File: config.mk
export PLATFORM = sky130hd
export DESIGN_NAME = traffic_ctrl_multi
export DESIGN_NICKNAME = d
export VERILOG_FILES = /design/src/rtl/traffic_pkg.sv /design/src/rtl/traffic_ctrl_multi_phase_timer.sv /design/src/rtl/traffic_ctrl_multi.sv
export SDC_FILE = /design/constraint.sdc
export NUM_CORES = 1
export LEC_CHECK = 0
export CAP_MARGIN = 0
export CORE_ASPECT_RATIO = 1.75
export CORE_MARGIN = 1.5
export CORE_UTILIZATION = 45
export CTS_BUF_LIST = sky130_fd_sc_hd__clkbuf_16
export DETAILED_ROUTE_END_ITERATION = 16
export GPL_TIMING_DRIVEN = 0
export PLACE_DENSITY = 0.67
export SKIP_LAST_GASP = 1
export SLEW_MARGIN = 30
export SYNTH_ARGS = -nofsm -noshare
export SYNTH_HDL_FRONTEND = slang
export SYNTH_HIERARCHICAL = 1
export SYNTH_SLANG_ARGS = --single-unit
File: constraint.sdc
create_clock -name clk -period 5.5 [get_ports clk]
set_input_delay 1.1 -clock clk [delete_from_list [all_inputs] [get_ports clk]]
set_output_delay 1.1 -clock clk [all_outputs]
set_load 0.1 [all_outputs]
File: src/rtl/traffic_pkg.sv
// Shared definitions for the multi-approach traffic controller.
// Holds the phase encoding, the interval table indices, the lamp bit
// positions inside each {R,Y,G} triple, and the mapping from each phase to
// the table entry that sets its duration.
package traffic_pkg;

  typedef enum logic [2:0] {
    CLEAR_INIT = 3'd0,
    GREEN      = 3'd1,
    EXTEND     = 3'd2,
    YELLOW     = 3'd3,
    ALLRED     = 3'd4,
    WALK       = 3'd5
  } state_t;

  localparam int unsigned IDX_BASE   = 0;
  localparam int unsigned IDX_EXTRA  = 1;
  localparam int unsigned IDX_YELLOW = 2;
  localparam int unsigned IDX_CLEAR  = 3;

  localparam int unsigned LIGHT_R = 2;
  localparam int unsigned LIGHT_Y = 1;
  localparam int unsigned LIGHT_G = 0;

  // Interval table entry that sets how long a phase lasts
  function automatic logic [1:0] entry_of(input state_t s);
    logic [1:0] idx;
    idx = 2'(IDX_CLEAR);
    case (s)
      GREEN:         idx = 2'(IDX_BASE);
      EXTEND, WALK:  idx = 2'(IDX_EXTRA);
      YELLOW:        idx = 2'(IDX_YELLOW);
      default:       idx = 2'(IDX_CLEAR);
    endcase
    return idx;
  endfunction

endpackage

File: src/rtl/traffic_ctrl_multi_phase_timer.sv
// Loadable countdown that measures the length of the current phase.
// Ports:
//   clk, rst  - clock, synchronous active-high reset (loads RST_VAL)
//   tick      - one-cycle time-unit enable
//   load      - reload the count (wins over a tick in the same cycle)
//   load_val  - new count; a value of 0 is treated as 1
//   expire    - tick arrives while the count is at its last unit
module phase_timer #(
  parameter int unsigned       TIME_W  = 4,
  parameter logic [TIME_W-1:0] RST_VAL = TIME_W'(1)
) (
  input  logic              clk,
  input  logic              rst,
  input  logic              tick,
  input  logic              load,
  input  logic [TIME_W-1:0] load_val,
  output logic              expire
);

  logic [TIME_W-1:0] cnt;

  assign expire = tick && (cnt <= TIME_W'(1));

  // Count holds at 1 so a zero-length interval still spans one tick
  always_ff @(posedge clk) begin
    if (rst) begin
      cnt <= (RST_VAL == '0) ? TIME_W'(1) : RST_VAL;
    end else if (load) begin
      cnt <= (load_val == '0) ? TIME_W'(1) : load_val;
    end else if (tick && (cnt > TIME_W'(1))) begin
      cnt <= cnt - TIME_W'(1);
    end
  end

endmodule

File: src/rtl/traffic_ctrl_multi.sv
// Round-robin traffic light controller for NUM_DIRS approaches with an
// integrated phase timer, programmable 4-entry interval table, latched
// pedestrian walk phase, optional idle-approach skipping and a single
// sensor-driven green extension per approach.
// Ports:
//   clk, rst   - clock, synchronous active-high reset
//   tick       - one-cycle time-unit enable
//   sensor     - vehicle present per approach (level)
//   walk_req   - pedestrian button (level or pulse)
//   prog_we    - interval table write; also restarts the cycle from all-red
//   prog_addr  - table entry select
//   prog_data  - interval value
//   lights     - {R,Y,G} per approach, approach d at [3d+2:3d]
//   walk       - walk lamp
//   walk_done  - one-cycle pulse as the walk phase ends
//   phase      - approach currently or most recently served
module traffic_ctrl_multi
  import traffic_pkg::*;
#(
  parameter int unsigned NUM_DIRS   = 2,
  parameter int unsigned TIME_W     = 4,
  parameter int unsigned WALK_AFTER = 0,
  parameter int unsigned SKIP_IDLE  = 0,
  parameter int unsigned DEF_BASE   = 6,
  parameter int unsigned DEF_EXTRA  = 3,
  parameter int unsigned DEF_YELLOW = 2,
  parameter int unsigned DEF_CLEAR  = 1
) (
  input  logic                        clk,
  input  logic                        rst,
  input  logic                        tick,
  input  logic [NUM_DIRS-1:0]         sensor,
  input  logic                        walk_req,
  input  logic                        prog_we,
  input  logic [1:0]                  prog_addr,
  input  logic [TIME_W-1:0]           prog_data,
  output logic [3*NUM_DIRS-1:0]       lights,
  output logic                        walk,
  output logic                        walk_done,
  output logic [$clog2(NUM_DIRS)-1:0] phase
);

  localparam int unsigned DIR_W = $clog2(NUM_DIRS);

  state_t            state_q, state_d;
  logic [DIR_W-1:0]  dir_q, dir_d, dir_next;
  logic [TIME_W-1:0] tbl [4];
  logic              walk_lat;
  logic              expire;
  logic              walk_exit;
  logic [1:0]        load_idx;
  logic [TIME_W-1:0] load_val;
  logic [3*NUM_DIRS-1:0] lights_d;

  function automatic logic [DIR_W-1:0] inc_dir(input logic [DIR_W-1:0] x);
    return (x == DIR_W'(NUM_DIRS - 1)) ? '0 : DIR_W'(x + DIR_W'(1));
  endfunction

  // Next approach; approach 0 is never skipped so NUM_DIRS steps always suffice
  always_comb begin
    dir_next = inc_dir(dir_q);
    for (int i = 0; i < int'(NUM_DIRS); i++) begin
      if ((SKIP_IDLE != 0) && (dir_next != '0) && !sensor[dir_next]) begin
        dir_next = inc_dir(dir_next);
      end
    end
  end

  // Next-state logic; a table write overrides any expiry in the same cycle
  always_comb begin
    state_d = state_q;
    dir_d   = dir_q;
    if (prog_we) begin
      state_d = CLEAR_INIT;
      dir_d   = '0;
    end else if (expire) begin
      case (state_q)
        CLEAR_INIT: begin
          state_d = GREEN;
          dir_d   = '0;
        end
        GREEN:  state_d = sensor[dir_q] ? EXTEND : YELLOW;
        EXTEND: state_d = YELLOW;
        YELLOW: state_d = ALLRED;
        ALLRED: begin
          if (walk_lat && (dir_q == DIR_W'(WALK_AFTER))) begin
            state_d = WALK;
          end else begin
            state_d = GREEN;
            dir_d   = dir_next;
          end
        end
        WALK: begin
          state_d = GREEN;
          dir_d   = dir_next;
        end
        default: begin
          state_d = CLEAR_INIT;
          dir_d   = '0;
        end
      endcase
    end
  end

  assign walk_exit = expire && !prog_we && (state_q == WALK);

  // Duration of the phase being entered; forward a same-cycle table write
  assign load_idx = entry_of(state_d);
  assign load_val = (prog_we && (prog_addr == load_idx)) ? prog_data : tbl[load_idx];

  phase_timer #(
    .TIME_W  (TIME_W),
    .RST_VAL (TIME_W'(DEF_CLEAR))
  ) u_timer (
    .clk      (clk),
    .rst      (rst),
    .tick     (tick),
    .load     (prog_we || expire),
    .load_val (load_val),
    .expire   (expire)
  );

  // Lamp pattern for the phase being entered
  always_comb begin
    lights_d = '0;
    for (int d = 0; d < int'(NUM_DIRS); d++) begin
      lights_d[3*d + LIGHT_R] = 1'b1;
      if (DIR_W'(d) == dir_d) begin
        if ((state_d == GREEN) || (state_d == EXTEND)) begin
          lights_d[3*d + LIGHT_R] = 1'b0;
          lights_d[3*d + LIGHT_G] = 1'b1;
        end else if (state_d == YELLOW) begin
          lights_d[3*d + LIGHT_R] = 1'b0;
          lights_d[3*d + LIGHT_Y] = 1'b1;
        end
      end
    end
  end

  always_ff @(posedge clk) begin
    if (rst) begin
      state_q   <= CLEAR_INIT;
      dir_q     <= '0;
      tbl[IDX_BASE]   <= TIME_W'(DEF_BASE);
      tbl[IDX_EXTRA]  <= TIME_W'(DEF_EXTRA);
      tbl[IDX_YELLOW] <= TIME_W'(DEF_YELLOW);
      tbl[IDX_CLEAR]  <= TIME_W'(DEF_CLEAR);
      walk_lat  <= 1'b0;
      lights    <= {NUM_DIRS{3'b100}};
      walk      <= 1'b0;
      walk_done <= 1'b0;
      phase     <= '0;
    end else begin
      state_q <= state_d;
      dir_q   <= dir_d;
      if (prog_we) begin
        tbl[prog_addr] <= prog_data;
      end
      // A request in the exit cycle survives the clear
      walk_lat  <= walk_req || (walk_lat && !walk_exit);
      lights    <= lights_d;
      walk      <= (state_d == WALK);
      walk_done <= walk_exit;
      phase     <= dir_d;
    end
  end

endmodule

# After elaboration in Yosys (flattened, before gate mapping)

Memory sizes are Yosys's and may differ from the RTL's.
Cells that the tools add are included.

Flip-flop bits (word level): 17
Memory bits (writable): 16
Input bits: 13
Output and inout port bits: 9
Word-level logic and storage cells: 76
Memories: 1

Memory list:

| memory | depth | bits a word | rd ports | clocked after Yosys merged registers in | write ports | line                     | text |
|---|---|---|---|---|---|---|---|
| tbl    | 4     | 4           | 1        | 0                                       | 4           | traffic_ctrl_multi.sv:47 | `logic [TIME_W-1:0] tbl [4];` |

Add/sub/neg operators: 2
Magnitude comparators: 3
Eq/ne operators: 10
Multiplexer cells: 29
Bitwise logic cells: 2
Reductions and logical operators: 21

Operators with widths:

| operator              | number |
|---|---|
| $mux W4               | 5 |
| $mux W1               | 16 |
| $pmux W3 S5           | 1 |
| $eq A3 B2 Y1 const B  | 4 |
| $eq A3 B3 Y1 const B  | 3 |
| $mux W3               | 3 |
| $reduce_or A2 Y1      | 4 |
| $logic_and A1 B1 Y1   | 7 |
| $eq A3 B1 Y1 const B  | 2 |
| $pmux W2 S3           | 1 |
| $gt A4 B1 Y1 const B  | 1 |
| $le A4 B1 Y1 const B  | 1 |
| $logic_not A4 Y1      | 1 |
| $mux W2               | 2 |
| $reduce_or A4 Y1      | 1 |
| $sub A4 B1 Y4 const B | 1 |
| $logic_not A3 Y1      | 1 |
| $logic_or A1 B1 Y1    | 3 |
| $pmux W1 S3           | 1 |
| $reduce_or A3 Y1      | 1 |
| $eq A2 B2 Y1          | 1 |
| $logic_not A1 Y1      | 2 |
| $lt A1 B2 Y1 const B  | 1 |
| $not A1 Y1            | 2 |
| 2 further kinds       | 2 |

# Longest topological paths before layout

Word-level depth: 15
Gate-level depth with buffers: 12
Mapped depth without buffers: 12

# Hierarchy

Netlist, hierarchy kept.

Modules (own cells, without submodules):

| module             | instances | cells each | area an instance (µm²) | sequential area each (µm²) |
|---|---|---|---|---|
| traffic_ctrl_multi | 1         | 140        | 1512.7                 | 740.7 |
| phase_timer        | 1         | 37         | 314.1                  | 80.1 |

# Worst setup path after synthesis

Ideal clock, no wire load.

Path kind: input to register
Start: input port tick
End: register u_timer.cnt[0]
Setup time: 86 ps
Arrival: 3181 ps
Data required time: 5414 ps
Setup slack: 2234 ps
Stages: 9
Path buffers: 1
Path through: nor4b_1 buf_4 o2111ai_2 o22a_2 a211oi_1 o31ai_1 nor3_1 nor4_1 a211oi_1

Word-level cells in the longest chain between the ends: 12
Elaborated cells on any way between the ends: 19
Those cells by class: eq/ne: 5; mux: 6; reduce/logical: 7; memory: 1

RTL lines:

| element                                                               | line                                 | text |
|---|---|---|
| from (decl)                                                           | traffic_ctrl_multi.sv:31             | `input logic tick,` |
| $logic_and A1 B1 Y1 *                                                 | traffic_ctrl_multi_phase_timer.sv:22 | `assign expire = tick && (cnt <= TIME_W'(1));` |
| $mux W3 *                                                             | traffic_ctrl_multi.sv:76             | `end else if (expire) begin` |
| $mux W3 *                                                             | traffic_ctrl_multi.sv:73             | `if (prog_we) begin` |
| $eq A3 B2 Y1 or $eq A3 B3 Y1 (tied branches)                          | traffic_pkg.sv:29                    | `case (s)` |
| $reduce_or A2 Y1                                                      | traffic_pkg.sv:29                    |  |
| $pmux W2 S3 *                                                         | traffic_pkg.sv:29                    |  |
| parallel branches: the longest is 2 deep, another holds $mem_v2 Z4 W4 | n/a                                  |  |
| $mux W4 *                                                             | traffic_ctrl_multi.sv:109            | `assign load_val = (prog_we && (prog_addr == load_idx)) ? prog_data : tbl[load_idx];` |
| net load_val[1]                                                       | traffic_ctrl_multi.sv:52             | `logic [TIME_W-1:0] load_val;` |
| $logic_not A4 Y1 *                                                    | traffic_ctrl_multi_phase_timer.sv:29 | `cnt <= (load_val == '0) ? TIME_W'(1) : load_val;` |
| $mux W4 *                                                             | traffic_ctrl_multi_phase_timer.sv:29 |  |
| $mux W4 *                                                             | traffic_ctrl_multi_phase_timer.sv:28 | `end else if (load) begin` |
| to (signal assigned)                                                  | traffic_ctrl_multi_phase_timer.sv:27 | `cnt <= (RST_VAL == '0) ? TIME_W'(1) : RST_VAL;` |
| to (signal assigned)                                                  | traffic_ctrl_multi_phase_timer.sv:29 |  |
| to (signal assigned)                                                  | traffic_ctrl_multi_phase_timer.sv:31 | `cnt <= cnt - TIME_W'(1);` |
| to (decl)                                                             | traffic_ctrl_multi_phase_timer.sv:20 | `logic [TIME_W-1:0] cnt;` |

Mark *: on every way through the listed nets, which the timed path passes.
A chain may end at the register's enable or synchronous reset.

# Worst setup path after layout

Start: input port tick
End: register u_timer.cnt[0]

Word-level cells in the longest chain between the ends: 12
Elaborated cells on any way between the ends: 19
Those cells by class: eq/ne: 5; mux: 6; reduce/logical: 7; memory: 1

RTL lines:

| element                                                               | line                                 | text |
|---|---|---|
| $logic_and A1 B1 Y1 *                                                 | traffic_ctrl_multi_phase_timer.sv:22 |  |
| net expire                                                            | traffic_ctrl_multi.sv:49             | `logic expire;` |
| $mux W3 *                                                             | traffic_ctrl_multi.sv:76             |  |
| $mux W3 *                                                             | traffic_ctrl_multi.sv:73             |  |
| $eq A3 B2 Y1 or $eq A3 B3 Y1 (tied branches)                          | traffic_pkg.sv:29                    |  |
| $reduce_or A2 Y1                                                      | traffic_pkg.sv:29                    |  |
| $pmux W2 S3 *                                                         | traffic_pkg.sv:29                    |  |
| parallel branches: the longest is 2 deep, another holds $mem_v2 Z4 W4 | n/a                                  |  |
| $mux W4 *                                                             | traffic_ctrl_multi.sv:109            |  |
| net load_val[1]                                                       | traffic_ctrl_multi.sv:52             |  |
| $logic_not A4 Y1 *                                                    | traffic_ctrl_multi_phase_timer.sv:29 |  |
| $mux W4 *                                                             | traffic_ctrl_multi_phase_timer.sv:29 |  |
| $mux W4 *                                                             | traffic_ctrl_multi_phase_timer.sv:28 |  |

Marked as above.

==> results.py <==
metrics = {
    "outcome": {
        "status": "complete, no violations",
    },
    "clocking": {
        "clk_pin_slew_ns": 0.05,
        "post_cts_buffers": 0,
        "cts_hold_buf": 0,
        "cts_resized": 0,
        "cts_buffers": 5,
        "tritoncts": "built",
        "clock_latency_ns": 0.27,
        "root_buffer": "clkbuf_16",
        "clkSinkCount": 33,
        "htreeDepth": 2,
        "cts_max_path_buffers": 2,
    },
    "setup_path": {
        "critPathTopFamily": "simple AND/OR/NAND/NOR gates",
        "cp_max_fo": 9,
        "critPathRequiredTime_ns": 5.68,
        "cp_data_arrival_time_ns": 3.98,
        "rrSetupSlack_ns": 2.36,
        "timing.critical_path.mode_cell": "a211oi_1",
        "cp-end-kind": "flip-flop",
        "path_cells": "clkdlybuf4s50_1, nor4b_2, nor2_4, mux2i_2, nand3_2, a211oi_1, o31ai_1, nor3_1, nor4_1, a211oi_1",
        "max_stage_delay_ns": 0.59,
        "cp_slowest_cell": "nor4b_2",
        "cp_num_buf_inv": 1,
        "cp-start-kind": "primary input",
        "crit_type": "primary input to flip-flop",
    },
    "cells_and_area": {
        "utilization_pct": 57.9,
        "syn2layout_area_growth_pct": 22.6,
        "drive_gt1_share_pct": 17.0,
        "nNetsFinal": 220,
        "antenna_cells": 0,
    },
    "drt": {
        "vias": 1442,
        "dr.first_iter.drc_count": 36,
        "drc_errors": 0,
        "drtPass1Iterations": 4,
        "drt-wirelength-per-cell_um": 15.8,
        "postRouteAntennaNets": 0,
        "wirelength_um": 4000,
        "routed_via_density": 5.68,
    },
    "yosys": {
        "synth_nets": 192,
        "ys_ff_latch": 33,
        "yosys.area_share.simple_pct": 29.4,
        "yosysSeqAreaShare_pct": 44.9,
        "synth_edf_count": 16,
        "synthMuxAreaShare_pct": 1.51,
        "synthAdderAreaFrac_pct": 1.37,
        "synth_commonest_cells": "dfxtp_1 (17), edfxtp_1 (16), nand2b_1 (11)",
        "async_flop_share_pct": 0,
        "yosys_warnings": 6,
        "synthTopCellsByArea": "edfxtp_1 (26%), dfxtp_1 (19%), nand2b_1 (3.8%)",
        "yosysUniqueCellTypes": 57,
        "yosys.area.top_type": "edfxtp_1",
        "synth_top_family_by_area": "simple AND/OR/NAND/NOR gates",
        "yosysMostFrequentCell": "dfxtp_1",
        "synth_top_area_share_pct": 26.3,
        "ys.flop_type": "dfxtp_1",
        "syn_inst": 177,
        "yosys.area_share.xor_xnor_pct": 0.479,
        "synth_compound_area_share_pct": 18.5,
        "avgSynthCellArea_um2": 10.3,
        "syn_area_um2": 1830,
    },
    "floorplan": {
        "coreArea_um2": 3870,
        "start_util_pct": 47.2,
        "die_w_um": 51.2,
        "io_pins": 22,
        "die_area_um2": 4470,
        "rows": 30,
        "die-height_um": 87.3,
    },
    "global_routing": {
        "grt_max_degree": 11,
        "grt_pass1_vias": 1465,
        "track_usage_pct": 20.6,
        "grt_pass1_wl_um": 6720,
        "grt-ovfl-total": 0,
        "antenna_found_initial": 0,
    },
    "sta": {
        "setup_viol": 0,
        "rsz0062_at_grt": "no",
        "fmax_ghz": 0.263,
        "final_max_slew_viol_count": 0,
        "relSlewSlack_pct": 35.2,
        "period_share_pct": 69.1,
        "setup-tns-final_ns": 0,
        "worstMarginPinSlew_ns": 0.969,
        "clock_skew_ns": 0.00433,
        "min_period_ns": 3.80,
        "hold_viol_final": 0,
    },
    "place": {
        "gp_congestion": 0.812,
        "dp_hpwl_um": 3150,
        "port_buffers": 21,
    },
    "min_path": {
        "hp-class": "flip-flop to flip-flop",
    },
    "power_and_ir_drop": {
        "ir_drop_mv": 0.219,
        "finalPower_uw": 734,
        "power.density_nw_per_um2": 328,
        "leakage_uw": 0.000810,
    },
    "flow_run": {
        "max_cap_viol_count": 0,
    },
}
routing by layer:
layer / track usage [%] / routed length, um / vias up
met2: 39.7 / 2300 / 22
met4: 9.34 / 76 / 0
li1: - / - / 716
met1: 21.2 / 1540 / 699
met3: 2.58 / 88 / 5
met5: 0 / 0 / -
stage by stage:
stage	instance area, um2	std cells	hold slack [ns]	setup WS (ns)
6_report	2240	254	0.541	1.70
5_1_grt	2240	254	0.599	1.38
4_1_cts	2240	254	0.543	1.69
3_5_place_dp	2100	246	0.536	1.40
3_3_place_gp	2100	246	0.526	1.10
2_1_floorplan	1830	177	0.475	2.23
cell families after synthesis:
| family | count (synthesis) |
|---|---|
| AOI/OAI and AO/OA | 40 |
| xor gates and xnor gates | 1 |
| adders and majority gates | 2 |
| buffers and inverters | 14 |
| DFF | 33 |
| muxes | 2 |
| and+or+nand+nor | 85 |
sequential cells by signal (all words and copies together) (netlist names):
register and flops:
walk_done 1, u_timer/cnt 4, walk 1, state_q 3, tbl 16, lights 6, walk_lat 1, dir_q 1
path summary, 6_finish.rpt:
kind	cells past startpoint	endpoint	start
hold / removal	2	walk_lat$_SDFF_PP0_	walk_lat$_SDFF_PP0_
setup reg to reg	12	u_timer/cnt[0]$_SDFFE_PP1P_	u_timer/cnt[0]$_SDFFE_PP1P_
hold reg to reg	2	walk_lat$_SDFF_PP0_	walk_lat$_SDFF_PP0_
setup / recovery	10	u_timer/cnt[0]$_SDFFE_PP1P_	tick
worst reg2reg max path: cells and delay by family, from the launching register on:
family | cells | cell delay (ns)
buf+inv | 1 | 0.09
compound gates | 3 | 0.72
flops | 1 | 0.44
mux | 1 | 0.46
fa+ha+maj | 1 | 0.22
simple gates | 6 | 1.13
placed cells by master, fill, tap and decap left out, types with 4 or more instances in the layout:
cell              n
and2_1           10
nor2_1            9
or2_2             5
edfxtp_1         16
and3_1           10
o31ai_1           5
a211oi_1          9
nand2b_1         11
nor3b_1           4
dfxtp_1          17
inv_1             7
clkdlybuf4s50_1  21
nor3_1            7
nand2_1           9
clkbuf_16         5
where the power goes:
part | switching [uW] | internal [uW]
Clock | 91.9 | 162
Combinational | 115 | 73.5
Sequential | 13.2 | 278
Total | 220 | 514
final cells by class:
type / count / area (um2)
Fill cell: 346 / 1630
Tap cell: 48 / 60.1
Multi-Input combinational cell: 130 / 942
Sequential cell: 33 / 821
Inverter: 6 / 22.5
Clock inverter: 3 / 11.3
Timing Repair Buffer: 21 / 210
Buffer: 8 / 47.5
Clock buffer: 5 / 125
(Power assumes the default switching activity.)
